## src/rtl/lsu_load_align_pkg.sv

```systemverilog
// Shared definitions for the load-alignment block: opcode encodings,
// FSM state encoding, reset polarity and opcode decode helpers.
package lsu_load_align_pkg;

   localparam logic RST_ENABLE = 1'b0;

   localparam logic [3:0] OP_LB  = 4'd1;
   localparam logic [3:0] OP_LH  = 4'd2;
   localparam logic [3:0] OP_LW  = 4'd3;
   localparam logic [3:0] OP_LBU = 4'd4;
   localparam logic [3:0] OP_LHU = 4'd5;
   localparam logic [3:0] OP_LD  = 4'd6;
   localparam logic [3:0] OP_LWU = 4'd7;

   typedef enum logic [1:0] {
      ST_IDLE  = 2'd0,
      ST_BEAT0 = 2'd1,
      ST_BEAT1 = 2'd2,
      ST_RESP  = 2'd3
   } state_t;

   // log2 of the access size in bytes (0:1B, 1:2B, 2:4B, 3:8B)
   function automatic logic [1:0] op_size(input logic [3:0] op);
      case (op)
         OP_LB, OP_LBU: op_size = 2'd0;
         OP_LH, OP_LHU: op_size = 2'd1;
         OP_LW, OP_LWU: op_size = 2'd2;
         OP_LD:         op_size = 2'd3;
         default:       op_size = 2'd0;
      endcase
   endfunction

   function automatic logic op_signed(input logic [3:0] op);
      op_signed = (op == OP_LB) || (op == OP_LH) || (op == OP_LW);
   endfunction

   // LD and LWU only exist when the register file is 64 bits wide
   function automatic logic op_legal(input logic [3:0] op, input logic rv64);
      case (op)
         OP_LB, OP_LH, OP_LW, OP_LBU, OP_LHU: op_legal = 1'b1;
         OP_LD, OP_LWU:                       op_legal = rv64;
         default:                             op_legal = 1'b0;
      endcase
   endfunction

endpackage

```

## src/rtl/lsu_load_align_extract.sv

```systemverilog
// Combinational extractor: shifts {hi,lo} right by the byte offset, keeps
// the low 2**size bytes and sign- or zero-extends them to DATA_W.
module lsu_load_extract #(
   parameter int DATA_W = 32,
   parameter int OFF_W  = 2
) (
   input  logic [DATA_W-1:0] i_lo,
   input  logic [DATA_W-1:0] i_hi,
   input  logic [OFF_W-1:0]  i_off,
   input  logic [1:0]        i_size,
   input  logic              i_sign,
   output logic [DATA_W-1:0] o_data
);

   logic [DATA_W-1:0] w_low;
   logic [DATA_W-1:0] w_mask;
   logic [6:0]        w_nbits;
   logic              w_msb;

   assign w_low = DATA_W'({i_hi, i_lo} >> {i_off, 3'b000});

   // mask off the bytes above the access size and fill them with the extension bit
   always_comb begin
      w_nbits = 7'd8 << i_size;
      w_mask  = ~({DATA_W{1'b1}} << w_nbits);
      case (i_size)
         2'd0:    w_msb = w_low[7];
         2'd1:    w_msb = w_low[15];
         2'd2:    w_msb = w_low[31];
         default: w_msb = w_low[DATA_W-1];
      endcase
      o_data = (w_low & w_mask) | ({DATA_W{i_sign & w_msb}} & ~w_mask);
   end

endmodule

```

## src/rtl/lsu_load_align.sv

```systemverilog
// Load-data post-processor: accepts a load request, collects one or two
// memory beats, aligns/extends the data and presents it on a valid/ready
// output. Macro LSU_LOAD_ALIGN_MISALIGN_EN enables two-beat merging of
// loads that straddle a beat boundary; without it such loads return err.
module lsu_load_align
   import lsu_load_align_pkg::*;
#(
   parameter int  DATA_W = 32,
   parameter int  TAG_W  = 5,
   localparam int OFF_W  = $clog2(DATA_W/8)
) (
   input  logic              clk,
   input  logic              rst,
   input  logic              req_valid_i,
   output logic              req_ready_o,
   input  logic [3:0]        lsu_op_i,
   input  logic [OFF_W-1:0]  off_i,
   input  logic [TAG_W-1:0]  tag_i,
   input  logic              beat_valid_i,
   output logic              beat_ready_o,
   input  logic [DATA_W-1:0] beat_data_i,
   output logic              out_valid_o,
   input  logic              out_ready_i,
   output logic [DATA_W-1:0] out_data_o,
   output logic [TAG_W-1:0]  out_tag_o,
   output logic              out_err_o
);

`ifdef LSU_LOAD_ALIGN_MISALIGN_EN
   localparam logic MISALIGN_EN = 1'b1;
`else
   localparam logic MISALIGN_EN = 1'b0;
`endif

   state_t            r_state, w_next;
   logic              w_rst_act, w_req_hs, w_beat_hs, w_out_hs, w_last_beat;
   logic [1:0]        w_size;
   logic              w_sign, w_split_in, w_err_in;
   logic [OFF_W+1:0]  w_nbytes, w_end;
   logic [1:0]        r_size;
   logic              r_sign, r_split;
   logic [OFF_W-1:0]  r_off;
   logic [TAG_W-1:0]  r_tag;
   logic [DATA_W-1:0] r_lo;
   logic [DATA_W-1:0] w_ext_lo, w_ext_hi, w_ext_data;
   logic [DATA_W-1:0] r_out_data;
   logic [TAG_W-1:0]  r_out_tag;
   logic              r_out_err;

   assign w_rst_act    = (rst == RST_ENABLE);
   assign req_ready_o  = !w_rst_act &&
                         ((r_state == ST_IDLE) || ((r_state == ST_RESP) && out_ready_i));
   assign beat_ready_o = !w_rst_act && ((r_state == ST_BEAT0) || (r_state == ST_BEAT1));
   assign out_valid_o  = (r_state == ST_RESP);
   assign out_data_o   = r_out_data;
   assign out_tag_o    = r_out_tag;
   assign out_err_o    = r_out_err;

   assign w_req_hs  = req_valid_i & req_ready_o;
   assign w_beat_hs = beat_valid_i & beat_ready_o;
   assign w_out_hs  = out_valid_o & out_ready_i;

   // request decode: access size, sign, whether it crosses into the next beat
   assign w_size     = op_size(lsu_op_i);
   assign w_sign     = op_signed(lsu_op_i);
   assign w_nbytes   = (OFF_W+2)'(1) << w_size;
   assign w_end      = {2'b00, off_i} + w_nbytes;
   assign w_split_in = (w_end > (OFF_W+2)'(DATA_W/8));
   assign w_err_in   = !op_legal(lsu_op_i, DATA_W == 64) || (w_split_in && !MISALIGN_EN);

   // the final beat is either the only beat or the high beat of a split load
   assign w_last_beat = w_beat_hs && ((r_state == ST_BEAT1) || !r_split);
   assign w_ext_lo    = (r_state == ST_BEAT1) ? r_lo : beat_data_i;
   assign w_ext_hi    = (r_state == ST_BEAT1) ? beat_data_i : '0;

   lsu_load_extract #(
      .DATA_W (DATA_W),
      .OFF_W  (OFF_W)
   ) u_extract (
      .i_lo   (w_ext_lo),
      .i_hi   (w_ext_hi),
      .i_off  (r_off),
      .i_size (r_size),
      .i_sign (r_sign),
      .o_data (w_ext_data)
   );

   // next-state logic
   always_comb begin
      w_next = r_state;
      case (r_state)
         ST_IDLE: begin
            if (w_req_hs) w_next = w_err_in ? ST_RESP : ST_BEAT0;
         end
         ST_BEAT0: begin
            if (w_beat_hs) w_next = (r_split && MISALIGN_EN) ? ST_BEAT1 : ST_RESP;
         end
         ST_BEAT1: begin
            if (w_beat_hs) w_next = ST_RESP;
         end
         ST_RESP: begin
            if (w_req_hs)      w_next = w_err_in ? ST_RESP : ST_BEAT0;
            else if (w_out_hs) w_next = ST_IDLE;
         end
         default: w_next = ST_IDLE;
      endcase
   end

   // state register
   always_ff @(posedge clk) begin
      if (w_rst_act) r_state <= ST_IDLE;
      else           r_state <= w_next;
   end

   // latch the accepted request's decode fields
   always_ff @(posedge clk) begin
      if (w_req_hs) begin
         r_size  <= w_size;
         r_sign  <= w_sign;
         r_split <= w_split_in;
         r_off   <= off_i;
         r_tag   <= tag_i;
      end
   end

   // hold the low beat of a split load until the high beat arrives
   always_ff @(posedge clk) begin
      if (w_beat_hs && (r_state == ST_BEAT0)) r_lo <= beat_data_i;
   end

   // result register: error responses load immediately, good ones on the last beat
   always_ff @(posedge clk) begin
      if (w_rst_act) begin
         r_out_data <= '0;
         r_out_tag  <= '0;
         r_out_err  <= 1'b0;
      end else if (w_req_hs && w_err_in) begin
         r_out_data <= '0;
         r_out_tag  <= tag_i;
         r_out_err  <= 1'b1;
      end else if (w_last_beat) begin
         r_out_data <= w_ext_data;
         r_out_tag  <= r_tag;
         r_out_err  <= 1'b0;
      end
   end

endmodule

```

## config.mk

```make
export PLATFORM = sky130hd
export DESIGN_NAME = lsu_load_align
export DESIGN_NICKNAME = d
export VERILOG_FILES = /design/src/rtl/lsu_load_align_pkg.sv /design/src/rtl/lsu_load_align_extract.sv /design/src/rtl/lsu_load_align.sv
export SDC_FILE = /design/constraint.sdc
export NUM_CORES = 1
export LEC_CHECK = 0
export ABC_AREA = 1
export CAP_MARGIN = 20
export CORE_ASPECT_RATIO = 1.5
export CORE_MARGIN = 3
export CORE_UTILIZATION = 40
export DETAILED_ROUTE_END_ITERATION = 6
export PLACE_DENSITY = 0.69
export SYNTH_ARGS = -nofsm -noshare
export SYNTH_HDL_FRONTEND = slang
export SYNTH_SLANG_ARGS = --single-unit
```

## constraint.sdc

```tcl
create_clock -name clk -period 3.4 [get_ports clk]
set_input_delay 0.51 -clock clk [delete_from_list [all_inputs] [get_ports clk]]
set_output_delay 0.51 -clock clk [all_outputs]
set_load 0.01 [all_outputs]
```

==> results, run 1 <==
- Per report_power, the sequential group accounts for 35.0% of the total.
- After synthesis the netlist holds a flip-flop and latch count of 83.
- The post-route netlist has 11.5% of its cells at a drive strength greater than 1.
- The max-slew headroom at the worst pin is 59.3%.
- The number of buffers created by CTS is 9.
- The repair_antennas step left the layout with diodes totalling 0.
- The switching share of power is 35.3%.
- The sequential cell area fraction in the yosys report is 44.6%.
- The first global-routing pass estimated 21,900 um of wire.
- After detailed routing, the number of vias per cell comes to 5.49.
- The count of warnings emitted by yosys is 0.
- The die extent in x is 94.4 um.
- The multiplexer share of the synthesized area is 0%.
- The internal power is 2.25 mW.
- TritonCTS built the clock tree.
- The cell type contributing the most total cell area after synthesis is sky130_fd_sc_hd__edfxtp_1.
- The area share of the largest cell type after synthesis is 27.5%.
- Counting instances, the worst hold path has a depth of 2.
- In the synthesized netlist the dominant register cell turns out to be sky130_fd_sc_hd__edfxtp_1.
- Summed over all nets, the switching power comes to 1.23 mW.
- The worst ir drop on vdd is 281 uV.
- The critical setup path kind is in2reg.
- The gate count of the mapped netlist is 599.
- The maximum fanout encountered on the critical timing path is 14.
- Compared with the post-synthesis result, the final layout area differs by 26.4%.
- The standby leakage power is 2.38 nW.
- Measured along the y axis, the die boundary spans 139 um.
- Of the total synthesized cell area, the portion taken by AND, OR, NAND and NOR gates is 29.1%.
- The netlist uses 31 different library cells.
- Setup repair after global routing left no endpoint under its margin.
- In the final design database the tool counted 723 nets.
- The maximum root-to-sink buffer count is 2.
- Dividing the final minimum period by the clock period gives 92.3%.
- In the layout the commonest cells are 123 x sky130_fd_sc_hd__nand2_1, 95 x sky130_fd_sc_hd__nand3_1, 88 x sky130_fd_sc_hd__clkdlybuf4s50_1.
- The adder and majority gate portion of the synthesized area is 2.29%.
- After detailed routing, the total wire length is 13,900 um.
- After the flow finishes, the layout carries non-filler instances totaling 819.
- The largest net degree at the start of global routing is 38.
- The largest family of logic cells by synthesized area is simple AND/OR/NAND/NOR gates.
- The post-synthesis net count is 655.
- The power density normalized to cell area is 586 mW/mm^2.
- The clock group share of total power is 29.1%.
- The global route total overflow is 0.
- Summing the areas of all compound-gate instances in the mapped netlist gives 16.1% of the synthesized area.
- The cell count of the worst reg-to-reg path is 11.
- At the end of the flow the core is filled with cells to 52.8%.
- The worst path in the final design needs a cycle of 3140 ps, including I/O delays and setup.
- The max-slew violation count is 0.
- Clock-pin slew was measured on the worst setup and hold paths at 70 ps.
- The initial cell density of the core is 41.8%.
- The initial antenna violation count was 0.
- The most frequent standard cell in the layout excluding fill and tap cells is sky130_fd_sc_hd__nand2_1.
- The arrival time of the worst setup path is 3410 ps.
- The count of clock tree sinks is 83.
- The I/O pin count is 89.
- The die covers 0.0131 sq mm.
- The total via count after detailed routing is 4,494.
- The count of maximum capacitance violations is 0.
- The synthesized netlist devotes 0% of its cell area to XOR and XNOR gates.
- The largest clock skew in the final design is 9.00 ps.
- The first-pass iteration count of the detailed router is 5.
- The endpoint type of the worst setup path is a register.
- The cell area that synthesis handed to floorplanning was 0.00469 sq mm.
- OpenSTA, run right after detailed placement, puts the worst setup slack at -90.2 ps.
- Detailed placement ended at an HPWL of 9720 um.
- The cell sitting at the root of the clock tree is a sky130_fd_sc_hd__clkbuf_16.
- In this run, the combinational gates consume 35.9% of the power.
- The initialized floorplan defines 47 standard-cell rows.
- In this run the remaining antenna-violating nets after routing total 0.
- In the post-synthesis netlist, the biggest area contributors are sky130_fd_sc_hd__edfxtp_1 28%, sky130_fd_sc_hd__dfxtp_1 17%, sky130_fd_sc_hd__nand3_1 10%.
- The wire length per cell is 16.9 um.
- The final estimated routing congestion in global placement is 0.871.
- The clock insertion delay at the later pin of the skew report is 340 ps.
- The async set-reset flop share out of synthesis is 0%.
- The average cell area after synthesis is 7.83 sq um.
- The via count of the first global-routing pass came to 4,326.
- Setup slack closes at 262 ps.
- Global routing used 21.6% of the available tracks across all layers.
- The critical path data required time is 3670 ps.
- The number of remaining DRC errors is 0.
- The type of the tightest min-delay check is reg2reg.
- The actual transition at the worst max-transition pin is 610 ps.
- Setup violations remaining at the end of the flow were counted as 0.
- The critical path startpoint category is an input port.
- The H-tree depth is 3.
- The detailed router finished its first iteration with 506 violations.
- The run finished with clean final reports.
- The count of flip-flops with a built-in enable after synthesis is 43.
- The count of input and output buffers is 88.
- The final count of hold timing violations came to 0.
- After detailed placement, the design holds a cell count of 803.
- The maximum clock rate is 319 MHz.
- The core footprint is 0.0112 sq mm.
[path summary, 6_finish.rpt]
path	startpoint	slack, ps	endpoint
hold reg to reg	out_err_o$_SDFFE_PN0P_	480	out_err_o$_SDFFE_PN0P_
hold / removal	out_err_o$_SDFFE_PN0P_	480	out_err_o$_SDFFE_PN0P_
setup reg to reg	r_state[0]$_SDFFE_PN0P_	930	out_data_o[13]$_SDFFE_PP0P_
setup / recovery	lsu_op_i[1]	260	out_data_o[29]$_SDFFE_PP0P_
[power groups by stage]
stage / combinational (mW) / clock [mW] / sequential (mW)
2_1_floorplan: 0.830 / 0 / 1.25
3_3_place_gp: 1.22 / 0 / 1.24
3_5_place_dp: 1.23 / 0 / 1.24
4_1_cts: 1.24 / 1.03 / 1.22
5_1_grt: 1.38 / 1.07 / 1.23
6_report: 1.25 / 1.01 / 1.22
[per-layer routing]
| layer | part of all wire, % | wire length (um) | vias up | track usage [%] |
|---|---|---|---|---|
| met1 | 38 | 5300 | 2136 | 25.4 |
| met3 | 4.6 | 635 | 32 | 4.40 |
| met4 | 4.4 | 606 | 0 | 11.0 |
| li1 | - | - | 2191 | - |
| met2 | 53 | 7330 | 135 | 36.5 |
| met5 | 0 | 0 | - | 0 |
[synth_stat cells, drive strengths merged (16+ instances only)]
cell    instances
dfxtp          40
edfxtp         43
o21ai          25
buf            32
nor2           37
nand3          97
or2            36
inv            31
a21oi          73
o211ai         16
nand2         126
[critical path, stage by stage]
cell                              delay (ps)
sky130_fd_sc_hd__clkdlybuf4s50_1         560
sky130_fd_sc_hd__inv_1                   110
sky130_fd_sc_hd__o31ai_1                 340
sky130_fd_sc_hd__nor2_1                  120
sky130_fd_sc_hd__ha_1                    230
sky130_fd_sc_hd__fa_1                    430
sky130_fd_sc_hd__o211ai_1                240
sky130_fd_sc_hd__nand3_1                 150
sky130_fd_sc_hd__nand2_2                 280
sky130_fd_sc_hd__buf_4                   210
sky130_fd_sc_hd__nand3_1                  70
sky130_fd_sc_hd__a21oi_1                 140
[logic make-up (layout without fill, tap and decap cells)]
group | after synthesis | after routing
compound gates | 134 | 134
fa+ha+maj | 8 | 8
buf+inv | 75 | 148
flops | 83 | 83
simple gates | 299 | 299
[stage by stage]
step / power (mW) / hold slack, ps / TNS, ps / instance area (sq um)
6_report: 3.48 / 477 / 0 / 5930
5_1_grt: 3.68 / 507 / 0 / 5930
4_1_cts: 3.49 / 483 / 0 / 5920
3_5_place_dp: 2.47 / 466 / -804 / 5620
3_3_place_gp: 2.46 / 467 / 0 / 5620
2_1_floorplan: 2.08 / 484 / 0 / 4690
[registers in the layout, indices dropped and copies added, names as in the netlist]
name	flops
r_lo	32
out_data_o	32
r_sign	1
r_tag	5
out_tag_o	5
r_split	1
r_off	2
r_size	2
out_err_o	1
r_state	2
[repair_timing]
action	CTS	global route
resized for setup	0	1
hold buffers	0	0
endpoints found under the setup margin	0	1
hold endpoints to repair	0	0
buffers inserted	0	0
[layout make-up]
| cell class | count | area, sq um |
|---|---|---|
| repair buffers | 100 | 983 |
| inverters | 32 | 125 |
| clock inverters | 6 | 70.1 |
| fillers | 1049 | 5310 |
| flip-flops and latches | 83 | 2090 |
| well taps | 147 | 184 |
| multi-input cells | 441 | 2230 |
| clock buffers | 10 | 239 |
No activity file was read; power rests on OpenSTA's default activity.
==> inputs of run 2 (changes only) <==
--- a/config.mk
+++ b/config.mk
@@ -9,9 +9,9 @@
 export CAP_MARGIN = 20
 export CORE_ASPECT_RATIO = 1.5
 export CORE_MARGIN = 3
-export CORE_UTILIZATION = 40
+export CORE_UTILIZATION = 50
 export DETAILED_ROUTE_END_ITERATION = 6
-export PLACE_DENSITY = 0.69
+export PLACE_DENSITY = 0.82
 export SYNTH_ARGS = -nofsm -noshare
 export SYNTH_HDL_FRONTEND = slang
 export SYNTH_SLANG_ARGS = --single-unit
==> results, run 2 (synthesis results as in run 1) <==
- The run finished with clean final reports.
- The number of failing setup endpoints in the final timing report is 0 (unchanged).
- The worst hold path terminates at out_err_o$_SDFFE_PN0P_.
- The share of the clock period used by the worst path came to 89.8% (-2.5 points).
- The worst ir drop on vdd came to 393 uV (+40%).
- The post-CTS resize count is 0 (unchanged).
- The endpoint type of the worst setup path is a register.
- The height of the die is 125 um (-10%).
- The full die area is 0.0106 sq mm (-19%).
- The initial antenna violation count is 0 (unchanged).
- The core footprint came to 0.00899 sq mm (-20%).
- The estimated wirelength of the detail-placed design is 9410 um (-3.1%).
- The maximum fanout encountered on the critical timing path is 10 (-4).
- The growth of design area from synthesis to finish is 25.6%.
- The number of cells on the worst hold path is 2 (unchanged).
- The count of antenna-violating nets left after detailed routing is 0 (unchanged).
- The detailed-route vias per instance is 5.89 (+7.4%).
- The library cell contributing the largest single delay on the critical path is sky130_fd_sc_hd__clkdlybuf4s50_1.
- The number of buffers created by CTS came to 9 (unchanged).
- The startpoint identified for the worst register-to-register timing path is r_state[0]$_SDFFE_PN0P_.
- The critical path data required time is 3670 ps (about the same).
- The power density normalized to cell area is 591 mW/mm^2 (+0.79%).
- The terminus of the critical flop-to-flop path is out_data_o[13]$_SDFFE_PP0P_.
- The cell count of the worst reg-to-reg path is 11 (unchanged).
- The share of post-route cells with drive strength above 1 was 11.2% (-0.30 points).
- The maximum clock rate is 328 MHz (+2.8%).
- The sum of negative setup slack is 0 ps (unchanged).
- The final estimated routing congestion in global placement is 0.872 (+0.13%).
- The type of the tightest min-delay check is reg2reg.
- The filler-free cell count of the finished design was 782 (-4.5%).
- The initial cell density of the core was 52.2% (+10 points).
- The die extent in x is 85.1 um (-9.9%).
- The actual transition at the worst max-transition pin was 634 ps (+24.0 ps).
- The count of clock tree sinks is 83 (unchanged).
- The standby leakage power is 2.39 nW (+0.50%).
- Setup repair after global routing left no endpoint under its margin.
- The layout filler cell count was 733 (-30%).
- The final critical-path required period was 3050 ps (-86.0 ps).
- Walking the worst path, the cells encountered are clkdlybuf4s50_1, inv_1, o31ai_1, nor2_1, ha_1, fa_1, o211ai_1, nand3_1, nand2_2, nand2_1, a21oi_1.
- The I/O pin count was 89 (unchanged).
- STA classifies the critical path startpoint as an input port.
- The TritonCTS clock tree is yes.
- The total wire length after detailed routing was 13,800 um (-0.79%).
- In this design, the largest share of critical-path delay is due to compound AO/OA/AOI/OAI gates.
- The maximum root-to-sink buffer count was 2 (unchanged).
- The number of remaining DRC errors is 0 (unchanged).
- The number of cells in the design after placement is 766 (-4.6%).
- The total via count after detailed routing was 4,609 (+2.6%).
- The beginning of the worst hold path is out_err_o$_SDFFE_PN0P_.
- The via count of the first global-routing pass came to 4,368 (+0.97%).
- The largest net degree at the start of global routing is 41 (+7.9%).
- The number of placement rows is 42 (-11%).
- The wire length per cell came to 17.6 um (+3.9%).
- The number of buffers inserted by post-CTS setup repair is 0 (unchanged).
- The number of diodes added for antenna fixing is 0 (unchanged).
- The count of routing violations after the opening detailed-route iteration is 712 (+41%).
- The number of buffers added to fix hold violations after cts is 0 (unchanged).
- The clock edge transition at the registers on the reported setup and hold paths is 60 ps (about the same).
- The clock insertion delay at the later pin of the skew report is 340 ps (about the same).
- The global-route usage over all layers is 26.5% (+4.9 points).
- The arrival time of the worst setup path was 3320 ps (-90 ps).
- The largest clock skew in the final design is 6.32 ps (-2.68 ps).
- The max-slew headroom at the worst pin was 57.7% (-1.6 points).
- The count of maximum capacitance violations is 0 (unchanged).
- The max-slew violation count is 0 (unchanged).
- The final layout net count is 723 (unchanged).
- The maximum cell stage delay along the critical path came to 560 ps (about the same).
- The count of input and output buffers is 88 (unchanged).
- The buffer cell driving the clock tree root is sky130_fd_sc_hd__clkbuf_16.
- Leaving out fill and tap cells, the most frequent cells in the layout are 124 x sky130_fd_sc_hd__nand2_1, 95 x sky130_fd_sc_hd__nand3_1, 88 x sky130_fd_sc_hd__clkdlybuf4s50_1.
- The most frequent standard cell in the layout excluding fill and tap cells is sky130_fd_sc_hd__nand2_1.
- The reg2reg setup slack is 780 ps (-150 ps).
- The first-pass GRT wire length is 22,300 um (+1.5%).
- The H-tree depth is 3 (unchanged).
- The first-pass iteration count of the detailed router is 6 (+1).
- The final count of hold timing violations is 0 (unchanged).
- The critical setup path kind is in2reg.
- The number of buffers and inverters on the critical path was 2 (-1).
- The global route total overflow came to 0 (unchanged).
==> run 2: through the flow <==
step | setup WS [ps] | cell area [sq um] | utilization (%) | hold slack [ps] | power [mW]
final | 348 | 5890 | 65.5 | 469 | 3.48
after global routing | 116 | 5890 | 65.5 | 503 | 3.67
after CTS | 390 | 5890 | 65.5 | 470 | 3.47
after detailed placement | 35.8 | 5580 | 62.1 | 457 | 2.48
after global placement | 211 | 5580 | 62.1 | 459 | 2.44
after floorplan | 667 | 4690 | - | 484 | 2.08
==> run 2: metal layers <==
| layer | track usage [%] | up-vias | share of wire [%] | wire [um] |
|---|---|---|---|---|
| met4 | 14.0 | 0 | 4.8 | 657 |
| li1 | - | 2193 | - | - |
| met2 | 43.9 | 235 | 51 | 7040 |
| met3 | 4.70 | 41 | 7.5 | 1030 |
| met5 | 0 | - | 0 | 0 |
| met1 | 32.3 | 2140 | 37 | 5030 |
==> run 2: report_power, final <==
part	switching [mW]	internal [mW]
clock	0.395	0.597
sequential	0.0575	1.16
combinational	0.771	0.499
==> run 2: how the worst max path moves through the flow <==
stage | end | slack (ps) | from | depth (start not counted)
2_1_floorplan | r_lo[0]$_DFFE_PP_ | 670 | r_state[0]$_SDFFE_PN0P_ | 6
3_5_place_dp | out_data_o[7]$_SDFFE_PP0P_ | 40 | lsu_op_i[1] | 11
3_3_place_gp | out_data_o[7]$_SDFFE_PP0P_ | 210 | lsu_op_i[1] | 11
6_report | out_data_o[7]$_SDFFE_PP0P_ | 350 | lsu_op_i[1] | 11
4_1_cts | out_data_o[7]$_SDFFE_PP0P_ | 390 | lsu_op_i[1] | 11
5_1_grt | out_data_o[7]$_SDFFE_PP0P_ | 120 | lsu_op_i[1] | 11
==> run 2: worst reg2reg max path: stages, from the launching register on <==
cell	delay (ps)
sky130_fd_sc_hd__dfxtp_1	330
sky130_fd_sc_hd__inv_1	130
sky130_fd_sc_hd__ha_2	550
sky130_fd_sc_hd__inv_4	290
sky130_fd_sc_hd__nand2_1	170
sky130_fd_sc_hd__nand3_1	110
sky130_fd_sc_hd__nand3_1	150
sky130_fd_sc_hd__nand2_1	140
sky130_fd_sc_hd__nand2_1	100
sky130_fd_sc_hd__nand3_2	100
sky130_fd_sc_hd__nand3_1	290
sky130_fd_sc_hd__a21oi_1	130
==> run 2: area by class of cell <==
class / count / area, sq um / share of cell area, %
tap: 110 / 138 / 2.34
multi-input combinational: 441 / 2230 / 37.9
clock inverter: 4 / 18.8 / 0.319
inverter: 32 / 125 / 2.12
clock buffer: 12 / 289 / 4.91
sequential: 83 / 2090 / 35.5
timing repair buffer: 100 / 996 / 16.9
==> inputs of run 3 (changes only) <==
--- a/config.mk
+++ b/config.mk
@@ -9,9 +9,10 @@
 export CAP_MARGIN = 20
 export CORE_ASPECT_RATIO = 1.5
 export CORE_MARGIN = 3
-export CORE_UTILIZATION = 50
+export CORE_UTILIZATION = 26
 export DETAILED_ROUTE_END_ITERATION = 6
-export PLACE_DENSITY = 0.82
+export PLACE_DENSITY = 0.51
 export SYNTH_ARGS = -nofsm -noshare
 export SYNTH_HDL_FRONTEND = slang
 export SYNTH_SLANG_ARGS = --single-unit
+export TNS_END_PERCENT = 50
==> results, run 3 (synthesis results as in run 1) <==
- The share of the clock period used by the worst path came to 86.5% (-3.3 points).
- The count of input and output buffers is 88 (unchanged).
- The detailed-route vias per instance is 5.11 (-13%).
- The number of cells in the design after placement was 870 (+14%).
- The die extent in x is 116 um (+36%).
- The buffer cell driving the clock tree root is sky130_fd_sc_hd__clkbuf_16.
- The H-tree depth is 3 (unchanged).
- The number of diodes added for antenna fixing is 0 (unchanged).
- The max-slew violation count is 0 (unchanged).
- The wire length per cell came to 17.5 um (-0.44%).
- Setup repair after global routing left no endpoint under its margin.
- The run finished with clean final reports.
- The count of routing violations after the opening detailed-route iteration is 356 (-50%).
- The post-route cell area is 0.00597 sq mm (+1.4%).
- The clock edge transition at the registers on the reported setup and hold paths came to 60 ps (about the same).
- The largest net degree at the start of global routing was 59 (+44%).
- The first-pass GRT wire length is 24,500 um (+9.8%).
- The final layout net count is 724 (+0.14%).
- The worst hold path begins at out_err_o$_SDFFE_PN0P_.
- The count of clock tree sinks is 83 (unchanged).
- The critical path is of the in2reg type.
- The count of maximum capacitance violations is 0 (unchanged).
- The total power of the final layout is 3.40 mW (-2.3%).
- The footprint of the flip-flops and latches was 0.00209 sq mm (unchanged).
- The max-slew headroom at the worst pin was 55.8% (-1.9 points).
- The share of post-route cells with drive strength above 1 is 11.3% (+0.13 points).
- The I/O pin count is 89 (unchanged).
- The maximum fanout encountered on the critical timing path came to 15 (+5).
- The number of buffers added to fix hold violations after cts was 0 (unchanged).
- The first-pass iteration count of the detailed router is 5 (-1).
- The clock insertion delay at the later pin of the skew report was 340 ps (about the same).
- The maximum cell stage delay along the critical path is 540 ps (-20 ps).
- The layout filler cell count is 1,799 (+150%).
- The largest clock skew in the final design is 5.00 ps (-1.32 ps).
- The core footprint is 0.0175 sq mm (+95%).
- The setup slack of the critical path after layout is 458 ps (+111 ps).
- The number of failing setup endpoints in the final timing report was 0 (unchanged).
- The final count of hold timing violations is 0 (unchanged).
- The growth of design area from synthesis to finish is 27.3%.
- The estimated wirelength of the detail-placed design was 11,000 um (+17%).
- The arrival time of the worst setup path is 3210 ps (-110 ps).
- The via count of the first global-routing pass is 4,544 (+4.0%).
- The post-detailed-placement cell area was 0.00569 sq mm (+2.0%).
- The worst setup slack after placement is 88.0 ps (+52.2 ps).
- Walking the worst path, the cells encountered are clkdlybuf4s50_1, inv_1, o31ai_1, nor2_1, ha_1, fa_1, o211ai_1, nand3_1, nand2_2, buf_4, nand3_1, a21oi_1.
- For hold timing, the worst endpoint is out_err_o$_SDFFE_PN0P_.
- TritonCTS built the clock tree.
- The standby leakage power is 2.35 nW (-1.6%).
- The total via count after detailed routing came to 4,525 (-1.8%).
- The worst ir drop on vdd is 240 uV (-39%).
- The number of buffers inserted by post-CTS setup repair came to 0 (unchanged).
- The area used by multi-input combinational logic is 0.00223 sq mm (unchanged).
- The initial antenna violation count is 0 (unchanged).
- The number of remaining DRC errors is 0 (unchanged).
- The critical path data required time was 3670 ps (about the same).
- The number of buffers created by CTS is 9 (unchanged).
- The initial cell density of the core is 26.8% (-25 points).
- The sum of negative setup slack is 0 ps (unchanged).
- The global-route usage over all layers is 16.1% (-10 points).
- The full die area is 0.0197 sq mm (+86%).
- Among all stages on the critical path, the largest delay is contributed by sky130_fd_sc_hd__clkdlybuf4s50_1.
- The worst hold path belongs to the class reg2reg.
- The reg2reg setup slack is 900 ps (+120 ps).
- The post-route core utilization is 34.1% (-31 points).
- STA classifies the critical path endpoint as a register.
- The final critical-path required period is 2940 ps (-111 ps).
- The maximum root-to-sink buffer count came to 2 (unchanged).
- The total wire length after detailed routing was 15,500 um (+13%).
- The final hold slack is 480 ps (+11.6 ps).
- The critical path startpoint category is an input port.
- The cell count of the worst reg-to-reg path is 11 (unchanged).
- The maximum clock rate is 340 MHz (+3.8%).
- The count of antenna-violating nets left after detailed routing was 0 (unchanged).
- The final estimated routing congestion in global placement is 0.836 (-4.0%).
- Leaving out fill and tap cells, the most frequent cell in the layout is sky130_fd_sc_hd__nand2_1.
- The endpoint identified for the worst register-to-register timing path is out_data_o[13]$_SDFFE_PP0P_.
- In the layout the commonest cells are 124 x sky130_fd_sc_hd__nand2_1, 95 x sky130_fd_sc_hd__nand3_1, 88 x sky130_fd_sc_hd__clkdlybuf4s50_1.
- The height of the die is 170 um (+37%).
- The actual transition at the worst max-transition pin is 663 ps (+28.9 ps).
- The number of cells on the worst hold path is 2 (unchanged).
- The startpoint of the worst register-to-register path is r_state[0]$_SDFFE_PN0P_.
- The most prevalent standard cell on the critical path is sky130_fd_sc_hd__nand3_1.
- The filler-free cell count of the finished design is 886 (+13%).
- The number of placement rows is 59 (+40%).
- The power density normalized to cell area came to 570 mW/mm^2 (-3.6%).
- The global route total overflow is 0 (unchanged).
- The post-CTS resize count came to 0 (unchanged).
## run 3: changes by cell type in the layout (fill, tap and decap cells not counted), sizes merged
cell / previous run / this run
clkbuf: 12 / 9
clkinvlp: 0 / 3
buf: 12 / 13
clkinv: 5 / 4
inv: 31 / 32
## run 3: report_power, final
part,switching [mW],leakage (nW),total [mW],internal (mW)
logic,0.767,1.51,1.25,0.488
registers,0.0636,0.715,1.22,1.16
clock network,0.425,0.126,0.923,0.497
total,1.26,2.35,3.40,2.15
## run 3: final cells by class
| cell class | instances | share of cell area [%] |
|---|---|---|
| Multi-Input combinational cell | 441 | 37.4 |
| Sequential cell | 83 | 35.0 |
| Timing Repair Buffer | 101 | 16.4 |
| Tap cell | 213 | 4.46 |
| Clock buffer | 9 | 3.77 |
| Inverter | 32 | 2.10 |
| Clock inverter | 7 | 0.880 |
## run 3: worst max path at each step
stage / endpoint / slack, ps / startpoint / depth (start not counted)
3_3_place_gp: out_data_o[20]$_SDFFE_PP0P_ / 210 / lsu_op_i[1] / 12
4_1_cts: out_data_o[13]$_SDFFE_PP0P_ / 450 / lsu_op_i[1] / 12
2_1_floorplan: r_lo[0]$_DFFE_PP_ / 670 / r_state[0]$_SDFFE_PN0P_ / 6
3_5_place_dp: out_data_o[18]$_SDFFE_PP0P_ / 90 / lsu_op_i[1] / 12
6_report: out_data_o[13]$_SDFFE_PP0P_ / 460 / lsu_op_i[1] / 12
5_1_grt: out_data_o[8]$_SDFFE_PP0P_ / 220 / lsu_op_i[1] / 12
## run 3: worst max-delay path: cells and delay by family
| kind | cells | cell delay [ps] |
|---|---|---|
| AOI/OAI and AO/OA | 3 | 660 |
| buffers and inverters | 3 | 860 |
| adders and majority gates | 2 | 670 |
| and+or+nand+nor | 4 | 530 |
## run 3: per-layer routing
layer	track usage, %	routed length (um)	vias to the layer above
met5	0	0	-
met2	27.5	8060	133
li1	-	-	2193
met4	8.63	733	0
met1	18.7	5990	2168
met3	3.31	729	31
